===== config.mk =====
export PLATFORM = sky130hd
export DESIGN_NAME = can_tx_frame_fetch_flat
export DESIGN_NICKNAME = d
export VERILOG_FILES = /design/src/rtl/can_tx_frame_fetch_if.sv /design/src/rtl/can_tx_frame_fetch.sv /design/src/flat_wrapper.sv
export SDC_FILE = /design/constraint.sdc
export NUM_CORES = 1
export LEC_CHECK = 0
export CAP_MARGIN = 0
export CORE_MARGIN = 2
export CORE_UTILIZATION = 30
export CTS_CLUSTER_DIAMETER = 50
export DETAILED_ROUTE_END_ITERATION = 12
export PLACE_DENSITY = 0.69
export SLEW_MARGIN = 30
export SYNTH_ARGS = -nofsm -noshare
export SYNTH_HDL_FRONTEND = slang
export SYNTH_SLANG_ARGS = --single-unit

===== constraint.sdc =====
create_clock -name i_sys_clk -period 1.5 [get_ports i_sys_clk]
set_input_delay 0.3 -clock i_sys_clk [delete_from_list [all_inputs] [get_ports i_sys_clk]]
set_output_delay 0.3 -clock i_sys_clk [all_outputs]
set_load 0.005 [all_outputs]

===== src/rtl/can_tx_frame_fetch_if.sv =====
// FIFO read port plus the frame handshake towards the CAN Tx bit engine.
// master = the frame fetcher, slave = the FIFO / Tx engine side.
interface can_tx_frame_fetch_if #(
    parameter int DATA_WIDTH = 128
);
    logic                  o_fifo_r_en;
    logic [DATA_WIDTH-1:0] i_fifo_r_data;
    logic                  i_fifo_empty;
    logic                  i_fifo_underflow;
    logic                  o_tx_req;
    logic                  i_tx_ack;
    logic [28:0]           o_tx_id;
    logic                  o_tx_ide;
    logic                  o_tx_rtr;
    logic [3:0]            o_tx_dlc;
    logic [63:0]           o_tx_data;
    logic                  i_tx_done;
    logic                  i_tx_arb_lost;
    logic                  i_tx_error;

    modport master (
        output o_fifo_r_en, o_tx_req, o_tx_id, o_tx_ide, o_tx_rtr, o_tx_dlc, o_tx_data,
        input  i_fifo_r_data, i_fifo_empty, i_fifo_underflow,
        input  i_tx_ack, i_tx_done, i_tx_arb_lost, i_tx_error
    );

    modport slave (
        input  o_fifo_r_en, o_tx_req, o_tx_id, o_tx_ide, o_tx_rtr, o_tx_dlc, o_tx_data,
        output i_fifo_r_data, i_fifo_empty, i_fifo_underflow,
        output i_tx_ack, i_tx_done, i_tx_arb_lost, i_tx_error
    );
endinterface


===== src/rtl/can_tx_frame_fetch.sv =====
// Pops one CAN frame at a time from the 128-bit Tx FIFO, unpacks it and offers it to the
// Tx bit engine with bounded error retry. Define CAN_TX_TIMESTAMP_EN for o_tx_timestamp.
module can_tx_frame_fetch #(
    parameter int DATA_WIDTH  = 128,
    parameter int MAX_RETRIES = 3,
    parameter int RETRY_W     = 4
) (
    input  logic                 i_sys_clk,
    input  logic                 i_reset,
    input  logic                 i_enable,
    input  logic                 i_abort,
    can_tx_frame_fetch_if.master bus,
    output logic                 o_busy,
    output logic                 o_frame_sent,
    output logic                 o_frame_dropped,
    output logic [RETRY_W-1:0]   o_retry_cnt
`ifdef CAN_TX_TIMESTAMP_EN
    ,
    output logic [31:0]          o_tx_timestamp
`endif
);
    typedef enum logic [2:0] {IDLE, POP, LOAD, REQ, ACTIVE} state_t;

    localparam logic [RETRY_W:0] RETRY_LIMIT = (RETRY_W+1)'(MAX_RETRIES);

    state_t           state, state_n;
    logic             sent_n, drop_n, load_n, inc_n;
    logic             abort_lat, abort_seen, retry_exhausted;
    logic [RETRY_W:0] retry_inc;
    logic [3:0]       dlc_raw, dlc_clamped;
    logic             unused_pad;

    // Bits 92:64 of the FIFO word carry no frame field.
    assign unused_pad      = ^bus.i_fifo_r_data[92:64];
    assign dlc_raw         = bus.i_fifo_r_data[96:93];
    assign dlc_clamped     = (dlc_raw > 4'd8) ? 4'd8 : dlc_raw;
    assign retry_inc       = {1'b0, o_retry_cnt} + (RETRY_W+1)'(1);
    assign retry_exhausted = retry_inc >= RETRY_LIMIT;
    assign abort_seen      = abort_lat | i_abort;

    always_comb begin
        state_n = state;
        sent_n  = 1'b0;
        drop_n  = 1'b0;
        load_n  = 1'b0;
        inc_n   = 1'b0;
        case (state)
            IDLE: if (i_enable && !bus.i_fifo_empty) state_n = POP;
            POP:  state_n = LOAD;
            LOAD: begin
                if (bus.i_fifo_underflow) begin
                    drop_n  = 1'b1;
                    state_n = IDLE;
                end else begin
                    load_n  = 1'b1;
                    state_n = REQ;
                end
            end
            // Ack beats a same-cycle abort: the engine has already started SOF.
            REQ: begin
                if (bus.i_tx_ack) begin
                    state_n = ACTIVE;
                end else if (i_abort) begin
                    drop_n  = 1'b1;
                    state_n = IDLE;
                end
            end
            ACTIVE: begin
                if (bus.i_tx_done) begin
                    sent_n  = 1'b1;
                    state_n = IDLE;
                end else if (bus.i_tx_error) begin
                    if (retry_exhausted || abort_seen) begin
                        drop_n  = 1'b1;
                        state_n = IDLE;
                    end else begin
                        inc_n   = 1'b1;
                        state_n = REQ;
                    end
                end else if (bus.i_tx_arb_lost) begin
                    if (abort_seen) begin
                        drop_n  = 1'b1;
                        state_n = IDLE;
                    end else begin
                        state_n = REQ;
                    end
                end
            end
            default: state_n = IDLE;
        endcase
    end

    always_ff @(posedge i_sys_clk) begin
        if (i_reset) begin
            state           <= IDLE;
            abort_lat       <= 1'b0;
            bus.o_fifo_r_en <= 1'b0;
            bus.o_tx_req    <= 1'b0;
            bus.o_tx_id     <= '0;
            bus.o_tx_ide    <= 1'b0;
            bus.o_tx_rtr    <= 1'b0;
            bus.o_tx_dlc    <= '0;
            bus.o_tx_data   <= '0;
            o_busy          <= 1'b0;
            o_frame_sent    <= 1'b0;
            o_frame_dropped <= 1'b0;
            o_retry_cnt     <= '0;
        end else begin
            state           <= state_n;
            bus.o_fifo_r_en <= (state_n == POP);
            bus.o_tx_req    <= (state_n == REQ);
            o_busy          <= (state_n != IDLE);
            o_frame_sent    <= sent_n;
            o_frame_dropped <= drop_n;
            // Abort is only remembered for the frame currently on the bus.
            abort_lat       <= (state == ACTIVE) && (state_n == ACTIVE) && abort_seen;
            if (load_n) begin
                bus.o_tx_id   <= bus.i_fifo_r_data[127:99];
                bus.o_tx_ide  <= bus.i_fifo_r_data[98];
                bus.o_tx_rtr  <= bus.i_fifo_r_data[97];
                bus.o_tx_dlc  <= dlc_clamped;
                bus.o_tx_data <= bus.i_fifo_r_data[63:0];
                o_retry_cnt   <= '0;
            end else if (inc_n) begin
                o_retry_cnt   <= o_retry_cnt + RETRY_W'(1);
            end
        end
    end

`ifdef CAN_TX_TIMESTAMP_EN
    logic [31:0] cycle_cnt;

    always_ff @(posedge i_sys_clk) begin
        if (i_reset) begin
            cycle_cnt      <= '0;
            o_tx_timestamp <= '0;
        end else begin
            cycle_cnt <= cycle_cnt + 32'd1;
            if (sent_n) o_tx_timestamp <= cycle_cnt;
        end
    end
`endif
endmodule

===== src/flat_wrapper.sv =====
// flat-port wrapper written by rule: the top's interface ports become plain ports
module can_tx_frame_fetch_flat 
#(
    parameter int DATA_WIDTH  = 128,
    parameter int MAX_RETRIES = 3,
    parameter int RETRY_W     = 4
)
  (i_sys_clk, i_reset, i_enable, i_abort, o_busy, o_frame_sent, o_frame_dropped, o_retry_cnt, bus_o_fifo_r_en, bus_o_tx_req, bus_o_tx_id, bus_o_tx_ide, bus_o_tx_rtr, bus_o_tx_dlc, bus_o_tx_data, bus_i_fifo_r_data, bus_i_fifo_empty, bus_i_fifo_underflow, bus_i_tx_ack, bus_i_tx_done, bus_i_tx_arb_lost, bus_i_tx_error);
  can_tx_frame_fetch_if #(.DATA_WIDTH(DATA_WIDTH)) bus_i ();
  input  logic i_sys_clk;
  input  logic i_reset;
  input  logic i_enable;
  input  logic i_abort;
  output logic o_busy;
  output logic o_frame_sent;
  output logic o_frame_dropped;
  output logic [RETRY_W-1:0] o_retry_cnt;
  output wire logic [$bits(bus_i.o_fifo_r_en)-1:0] bus_o_fifo_r_en;
  output wire logic [$bits(bus_i.o_tx_req)-1:0] bus_o_tx_req;
  output wire logic [$bits(bus_i.o_tx_id)-1:0] bus_o_tx_id;
  output wire logic [$bits(bus_i.o_tx_ide)-1:0] bus_o_tx_ide;
  output wire logic [$bits(bus_i.o_tx_rtr)-1:0] bus_o_tx_rtr;
  output wire logic [$bits(bus_i.o_tx_dlc)-1:0] bus_o_tx_dlc;
  output wire logic [$bits(bus_i.o_tx_data)-1:0] bus_o_tx_data;
  input wire logic [$bits(bus_i.i_fifo_r_data)-1:0] bus_i_fifo_r_data;
  input wire logic [$bits(bus_i.i_fifo_empty)-1:0] bus_i_fifo_empty;
  input wire logic [$bits(bus_i.i_fifo_underflow)-1:0] bus_i_fifo_underflow;
  input wire logic [$bits(bus_i.i_tx_ack)-1:0] bus_i_tx_ack;
  input wire logic [$bits(bus_i.i_tx_done)-1:0] bus_i_tx_done;
  input wire logic [$bits(bus_i.i_tx_arb_lost)-1:0] bus_i_tx_arb_lost;
  input wire logic [$bits(bus_i.i_tx_error)-1:0] bus_i_tx_error;
  assign bus_o_fifo_r_en = bus_i.o_fifo_r_en;
  assign bus_o_tx_req = bus_i.o_tx_req;
  assign bus_o_tx_id = bus_i.o_tx_id;
  assign bus_o_tx_ide = bus_i.o_tx_ide;
  assign bus_o_tx_rtr = bus_i.o_tx_rtr;
  assign bus_o_tx_dlc = bus_i.o_tx_dlc;
  assign bus_o_tx_data = bus_i.o_tx_data;
  assign bus_i.i_fifo_r_data = bus_i_fifo_r_data;
  assign bus_i.i_fifo_empty = bus_i_fifo_empty;
  assign bus_i.i_fifo_underflow = bus_i_fifo_underflow;
  assign bus_i.i_tx_ack = bus_i_tx_ack;
  assign bus_i.i_tx_done = bus_i_tx_done;
  assign bus_i.i_tx_arb_lost = bus_i_tx_arb_lost;
  assign bus_i.i_tx_error = bus_i_tx_error;
  can_tx_frame_fetch #(.DATA_WIDTH(DATA_WIDTH), .MAX_RETRIES(MAX_RETRIES), .RETRY_W(RETRY_W)) u_core (.i_sys_clk(i_sys_clk), .i_reset(i_reset), .i_enable(i_enable), .i_abort(i_abort), .bus(bus_i), .o_busy(o_busy), .o_frame_sent(o_frame_sent), .o_frame_dropped(o_frame_dropped), .o_retry_cnt(o_retry_cnt));
endmodule

Yosys cells after proc, flatten, opt, wreduce, memory -nomap -nowiden. Index checks and enable logic that the tools add are counted.

Multiply operators: 0. Add/sub/neg operators: 2. Shifts and indexed selects: 0. Bitwise gates (word level): 2. Mux-type cells: 27. Order comparisons: 2. Equality and inequality tests: 7. Reduce and logical (&&, ||, !) cells: 9. Div/mod/pow operators: 0.

Operators by type and width (count): $mux 3 (6); $mux 1 (15); $pmux 3 s5 (1); $eq 3x2->1 const B (3); $eq 3x1->1 const B (2); $eq 3x3->1 const B (2); $mux 2 (3); $add 4x1->5 const B (1); $ge 5x2->1 const B (1); $add 4x1->4 const B (1); $gt 4x4->1 const B (1); $mux 4 (1); $reduce_or 2->1 (2); $logic_and 1x1->1 (3); $logic_not 3->1 (1); $pmux 1 s3 (1); $reduce_bool 3->1 (1); $logic_not 1->1 (1); $logic_or 1x1->1 (1); $not 1->1 (1); $or 1x1->1 (1).

RAM bits: 0. Output and inout bits: 108. Bits of input ports: 138. Memories: 0. Memory bits (read-only): 0. Latch bits: 0. Bits in registers: 112. Logic and storage cells: 62.

Longest topological paths before layout.
Depth after elaboration: 10. Depth in mapped cells: 7. Gate-level depth less buffers: 7.

Least setup slack after synthesis. Ideal clock, no wire load.

Kind: reg2reg. Start point: register u_core.o_retry_cnt[0]. End point: register u_core.o_retry_cnt[1]. Cell stages (with the launch flop): 8. Setup time: 0.103 ns. Arrival time: 1.588 ns. Clock period less this slack: 1.692 ns. Path slack: -0.192 ns. Cell sequence: dfxtp_1 inv_1 ha_1 nor4_1 o21ai_1 nor3_4 nor2_1 a2111oi_2.

Word-level cells in the longest chain between the ends: 7. Elaborated cells between the ends (all ways): 8. Those cells by class: 2 x add/sub; 1 x order compare; 4 x mux; 1 x reduce/logical.

RTL lines: start, declared (line can_tx_frame_fetch.sv:16) `output logic [RETRY_W-1:0] o_retry_cnt`; start signal, assigned (line can_tx_frame_fetch.sv:125) `o_retry_cnt <= o_retry_cnt + RETRY_W'(1);`; $add 4x1->5 (line can_tx_frame_fetch.sv:37) `assign retry_inc = {1'b0, o_retry_cnt} + (RETRY_W+1)'(1);`; via u_core.retry_inc[0] (line can_tx_frame_fetch.sv:29) `logic [RETRY_W:0] retry_inc;`; $ge 5x2->1 (line can_tx_frame_fetch.sv:38) `assign retry_exhausted = retry_inc >= RETRY_LIMIT;`; $logic_or 1x1->1 (line can_tx_frame_fetch.sv:73) `if (retry_exhausted || abort_seen) begin`; $mux 1 (line can_tx_frame_fetch.sv:73); $mux 1 (line can_tx_frame_fetch.sv:72) `end else if (bus.i_tx_error) begin`; $mux 1 (line can_tx_frame_fetch.sv:69) `if (bus.i_tx_done) begin`; $mux 1 (line can_tx_frame_fetch.sv:47) `case (state)`.

The timed path passes the listed nets, and every way through them passes these cells. A chain may end at the register's enable or synchronous reset.

Worst setup path in the final report.
Start point: register u_core.o_retry_cnt[0]. End point: register u_core.o_retry_cnt[1].

Word-level cells in the longest chain between the ends: 7. Elaborated cells between the ends (all ways): 8. Those cells by class: 2 x add/sub; 1 x order compare; 4 x mux; 1 x reduce/logical.

RTL lines (line): $add 4x1->5 (can_tx_frame_fetch.sv:37); $ge 5x2->1 (can_tx_frame_fetch.sv:38); $logic_or 1x1->1 (can_tx_frame_fetch.sv:73); $mux 1 (can_tx_frame_fetch.sv:73); $mux 1 (can_tx_frame_fetch.sv:72); $mux 1 (can_tx_frame_fetch.sv:69); $mux 1 (can_tx_frame_fetch.sv:47).

Parallel ways exist; a longest one is shown, timed or not.

==> run_results.csv <==
group,metric,value,unit
run_status,status,"finished with violations",
run_status,violations,"negative setup slack",
power,combPwrFrac,0.103,
cts,ctsHoldBuffers,0,
hold_path,hp_class,"input pin to flop",
floorplan,die_area,14100,um2
floorplan,placement_rows,41,
sta,setup_viol_count_final,3,
sta,final.hold.worst_slack,329,ps
route,detail_route.drc_violations,0,
logic_synthesis,syn-num-nets,633,
cts,path_clk_slew,70,ps
run,timing.max_cap.violations,0,
logic_synthesis,yosys.cell_count.top_type,"nand2_1",
grt,grt_antenna_before_repair,0,
worst_setup_path,crit_type,"flop to flop",
worst_setup_path,timing.critical_path.fanout_max,4,
worst_setup_path,worst-endpoint-arrival,1780,ps
floorplan,dieWidth,119,um
sta,worst_pin_slew,342,ps
logic_synthesis,postSynthCellCount,493,
sta,period_needed,1530,ps
worst_setup_path,r2r_slack,-30,ps
power,vdd_drop_max,0.637,mV
place,io_buffer_count,216,
floorplan,num_io_pins,246,
route,route.final.wire_length,12.7,mm
grt,global_route.overflow_total,0,
place,gp_routability_congestion,0.839,
sta,final_hold_viol_count,0,
worst_setup_path,critical_path_buf_inv_count,1,
finish,fillerInstances,1162,
grt,grt_max_degree,45,
sta,finalCritPeriodShare,1.02,
power,swShare,0.210,
finish,final_cells,887,
logic_synthesis,avgSynthCellArea,8.04,um2
route,detail_route.first_pass.iterations,4,
logic_synthesis,ys_seq_elements,112,
place,detailedPlacementHpwl,8.82,mm
finish,n_antenna_cell,0,
grt,grt_pass1_vias,4085,
logic_synthesis,yosys-top-cells-count,"nand2_1 (201), dfxtp_1 (112), a21oi_1 (102), clkbuf_1 (23), nor2_1 (11)",
logic_synthesis,syn_area,3960,um2
cts,cts_tree,"yes",
power,power.share.sequential,0.506,
sta,fmaxAchievable,653,MHz
route,drtAntennaViolNets,0,
cts,clock_insertion_delay_at_the_later_pin_of_the_skew_report,350,ps
power,p_switching,1.27,mW
logic_synthesis,yosysUniqueCellTypes,31,
logic_synthesis,synth.top_cells.by_area,"dfxtp_1 (57%), nand2_1 (19%), a21oi_1 (13%), clkbuf_1 (2.2%), buf_2 (1.3%)",
logic_synthesis,ys.flop_type,"dfxtp_1",
floorplan,initial_utilization,0.310,
worst_setup_path,worst_setup_path_start_kind,"flop",
cts,tritoncts_num_sinks,112,
logic_synthesis,yosys_warnings,0,
power,p_clk_frac,0.391,
cts,cts_buffers,9,
route,wire_per_inst,14.3,um
logic_synthesis,synth_enable_flop_cells,0,
cts,clockBufferDepth,2,
worst_setup_path,setup.worst_path.end_class,"flop",
sta,layout_setup_ws,-31.5,ps
cts,htree_num_levels,3,
power,internal-power,4.77,mW
logic_synthesis,ys_async_sr_fraction,0,
floorplan,die_y_extent,119,um
sta,worst_slew_margin_rel,0.772,
sta,rsz_0062_raised_after_global_routing,"yes",
worst_setup_path,critPathMaxStageDelay,390,ps
power,p_per_area,872,nW/um2
cts,clock_tree.root_cell,"clkbuf_16",
worst_setup_path,cp_slowest_cell,"dfxtp_4",
logic_synthesis,share_of_the_synthesized_area_in_the_top_cell_type,0.566,
worst_setup_path,cp_data_required_time,1750,ps
finish,fin_nets,855,
logic_synthesis,synth_seq_area_share,0.566,
route,routed_vias,4105,
grt,first_pass_grt_wire_length,19.6,mm
worst_setup_path,crit_path_cell_trace,"ha_4 -> and2_1 -> a21oi_1 -> buf_4 -> nor3_4 -> nor2_2 -> a2111oi_4",
route,number_of_drc_markers_after_the_initial_detailed_route_iteration,196,
finish,syn2layout_area_growth,74.6,%
grt,grt.total_usage,0.170,
sta,final_setup_skew,5.61,ps
logic_synthesis,post-synth-top-area-cell,"dfxtp_1",
sta,slew_viol_final,0,
worst_setup_path,cpLargestDelayFamily,"simple AND/OR/NAND/NOR gates",
place,preCtsSetupSlack,-396,ps
floorplan,design.core.area,12800,um2
place,placed_cells,870,
finish,drive_above_1_share,0.102,
route,vias_per_cell,4.63,
power,power.leakage,3.12,nW
-- repair_timing --
item                                    4_1_cts  5_1_grt
buffers inserted                              1        2
gates resized for setup                     107       28
cloned                                        0        3
pin swaps                                     3        1
endpoints found under the setup margin       96       48
-- state kept, by name, indices dropped and copies added, names as in the netlist --
| register | count |
|---|---|
| u_core.o_frame_sent | 1 |
| u_core.o_retry_cnt | 4 |
| u_core.bus.o_tx_data | 64 |
| u_core.o_frame_dropped | 1 |
| u_core.state | 3 |
| u_core.bus.o_tx_ide | 1 |
| u_core.bus.o_tx_dlc | 4 |
| u_core.bus.o_tx_rtr | 1 |
| u_core.bus.o_tx_req | 1 |
| u_core.bus.o_fifo_r_en | 1 |
| u_core.o_busy | 1 |
| u_core.bus.o_tx_id | 29 |
| u_core.abort_lat | 1 |
-- cell families (layout without fill, tap and decap cells) --
logic type	Yosys count	after routing	synth area share
AND/OR/NAND/NOR	232	232	0.243
flip-flops	112	112	0.566
AO/OA/AOI/OAI	110	110	0.145
buffers and inverters	36	258	0.0382
adder cells (fa/ha/maj)	2	2	0.00631
XOR/XNOR	1	1	0.00221
-- cell usage in the layout (no fill, tap or decap), types with 3 or more instances in the layout --
cell / n
buf_4: 18
a21oi_1: 101
nand3b_1: 4
buf_12: 8
dlygate4sd2_1: 83
clkbuf_16: 13
dlymetal6s2s_1: 19
clkdlybuf4s50_1: 113
dfxtp_2: 11
dfxtp_1: 99
nor3b_1: 3
nor2_1: 8
nand2_1: 200
-- metrics by stage --
step	power, mW	util	setup TNS, ps	instance area, um2
floorplan	3.28	-	-45.6	3970
global placement	3.74	0.507	-16470	6480
detailed placement	3.75	0.507	-18670	6480
CTS	6.10	0.529	-70.2	6760
global route	6.28	0.542	-408	6920
finish	6.03	0.542	-45.3	6920
-- power groups by stage --
stage | clock (mW) | sequential, mW | combinational (mW)
after CTS | 2.44 | 3.05 | 0.611
after detailed placement | 0 | 3.12 | 0.626
after floorplan | 0 | 3.12 | 0.153
after global placement | 0 | 3.12 | 0.618
final | 2.36 | 3.05 | 0.623
after global routing | 2.55 | 3.05 | 0.672
-- routing by layer --
| layer | track usage | up-vias | part of all wire | wire length, um |
|---|---|---|---|---|
| met5 | 0 | - | 0 | 0 |
| met4 | 0.0618 | 0 | 0.021 | 265 |
| met3 | 0.0694 | 26 | 0.074 | 943 |
| met2 | 0.290 | 149 | 0.50 | 6370 |
| met1 | 0.190 | 1898 | 0.40 | 5120 |
| li1 | - | 2032 | - | - |
-- worst reg2reg max path: cells and delay by family (launching register included) --
family | cells | cell delay [ps]
buffers and inverters | 1 | 140
flip-flops | 1 | 390
AO/OA/AOI/OAI | 2 | 360
AND/OR/NAND/NOR | 3 | 420
adder cells (fa/ha/maj) | 1 | 130
-- cell type report --
| cell class | instances | area [um2] | share of cell area |
|---|---|---|---|
| clock buffers | 10 | 250 | 0.0362 |
| inverters | 2 | 10.0 | 0.00145 |
| multi-input cells | 345 | 1670 | 0.242 |
| well taps | 172 | 215 | 0.0311 |
| repair buffers | 245 | 2480 | 0.358 |
| clock inverters | 1 | 30.0 | 0.00434 |
| flip-flops and latches | 112 | 2260 | 0.327 |
-- path summary, 6_finish.rpt --
check,endpoint,startpoint,cells past startpoint
min,u_core.bus.o_fifo_r_en$_SDFF_PP0_,i_reset,2
max reg2reg,u_core.o_retry_cnt[1]$_SDFFE_PP0P_,u_core.o_retry_cnt[0]$_SDFFE_PP0P_,7
max,u_core.o_retry_cnt[1]$_SDFFE_PP0P_,u_core.o_retry_cnt[0]$_SDFFE_PP0P_,7
min reg2reg,u_core.bus.o_tx_dlc[2]$_SDFFE_PP0P_,u_core.bus.o_tx_dlc[2]$_SDFFE_PP0P_,2
No activity file was read; power rests on OpenSTA's default activity.
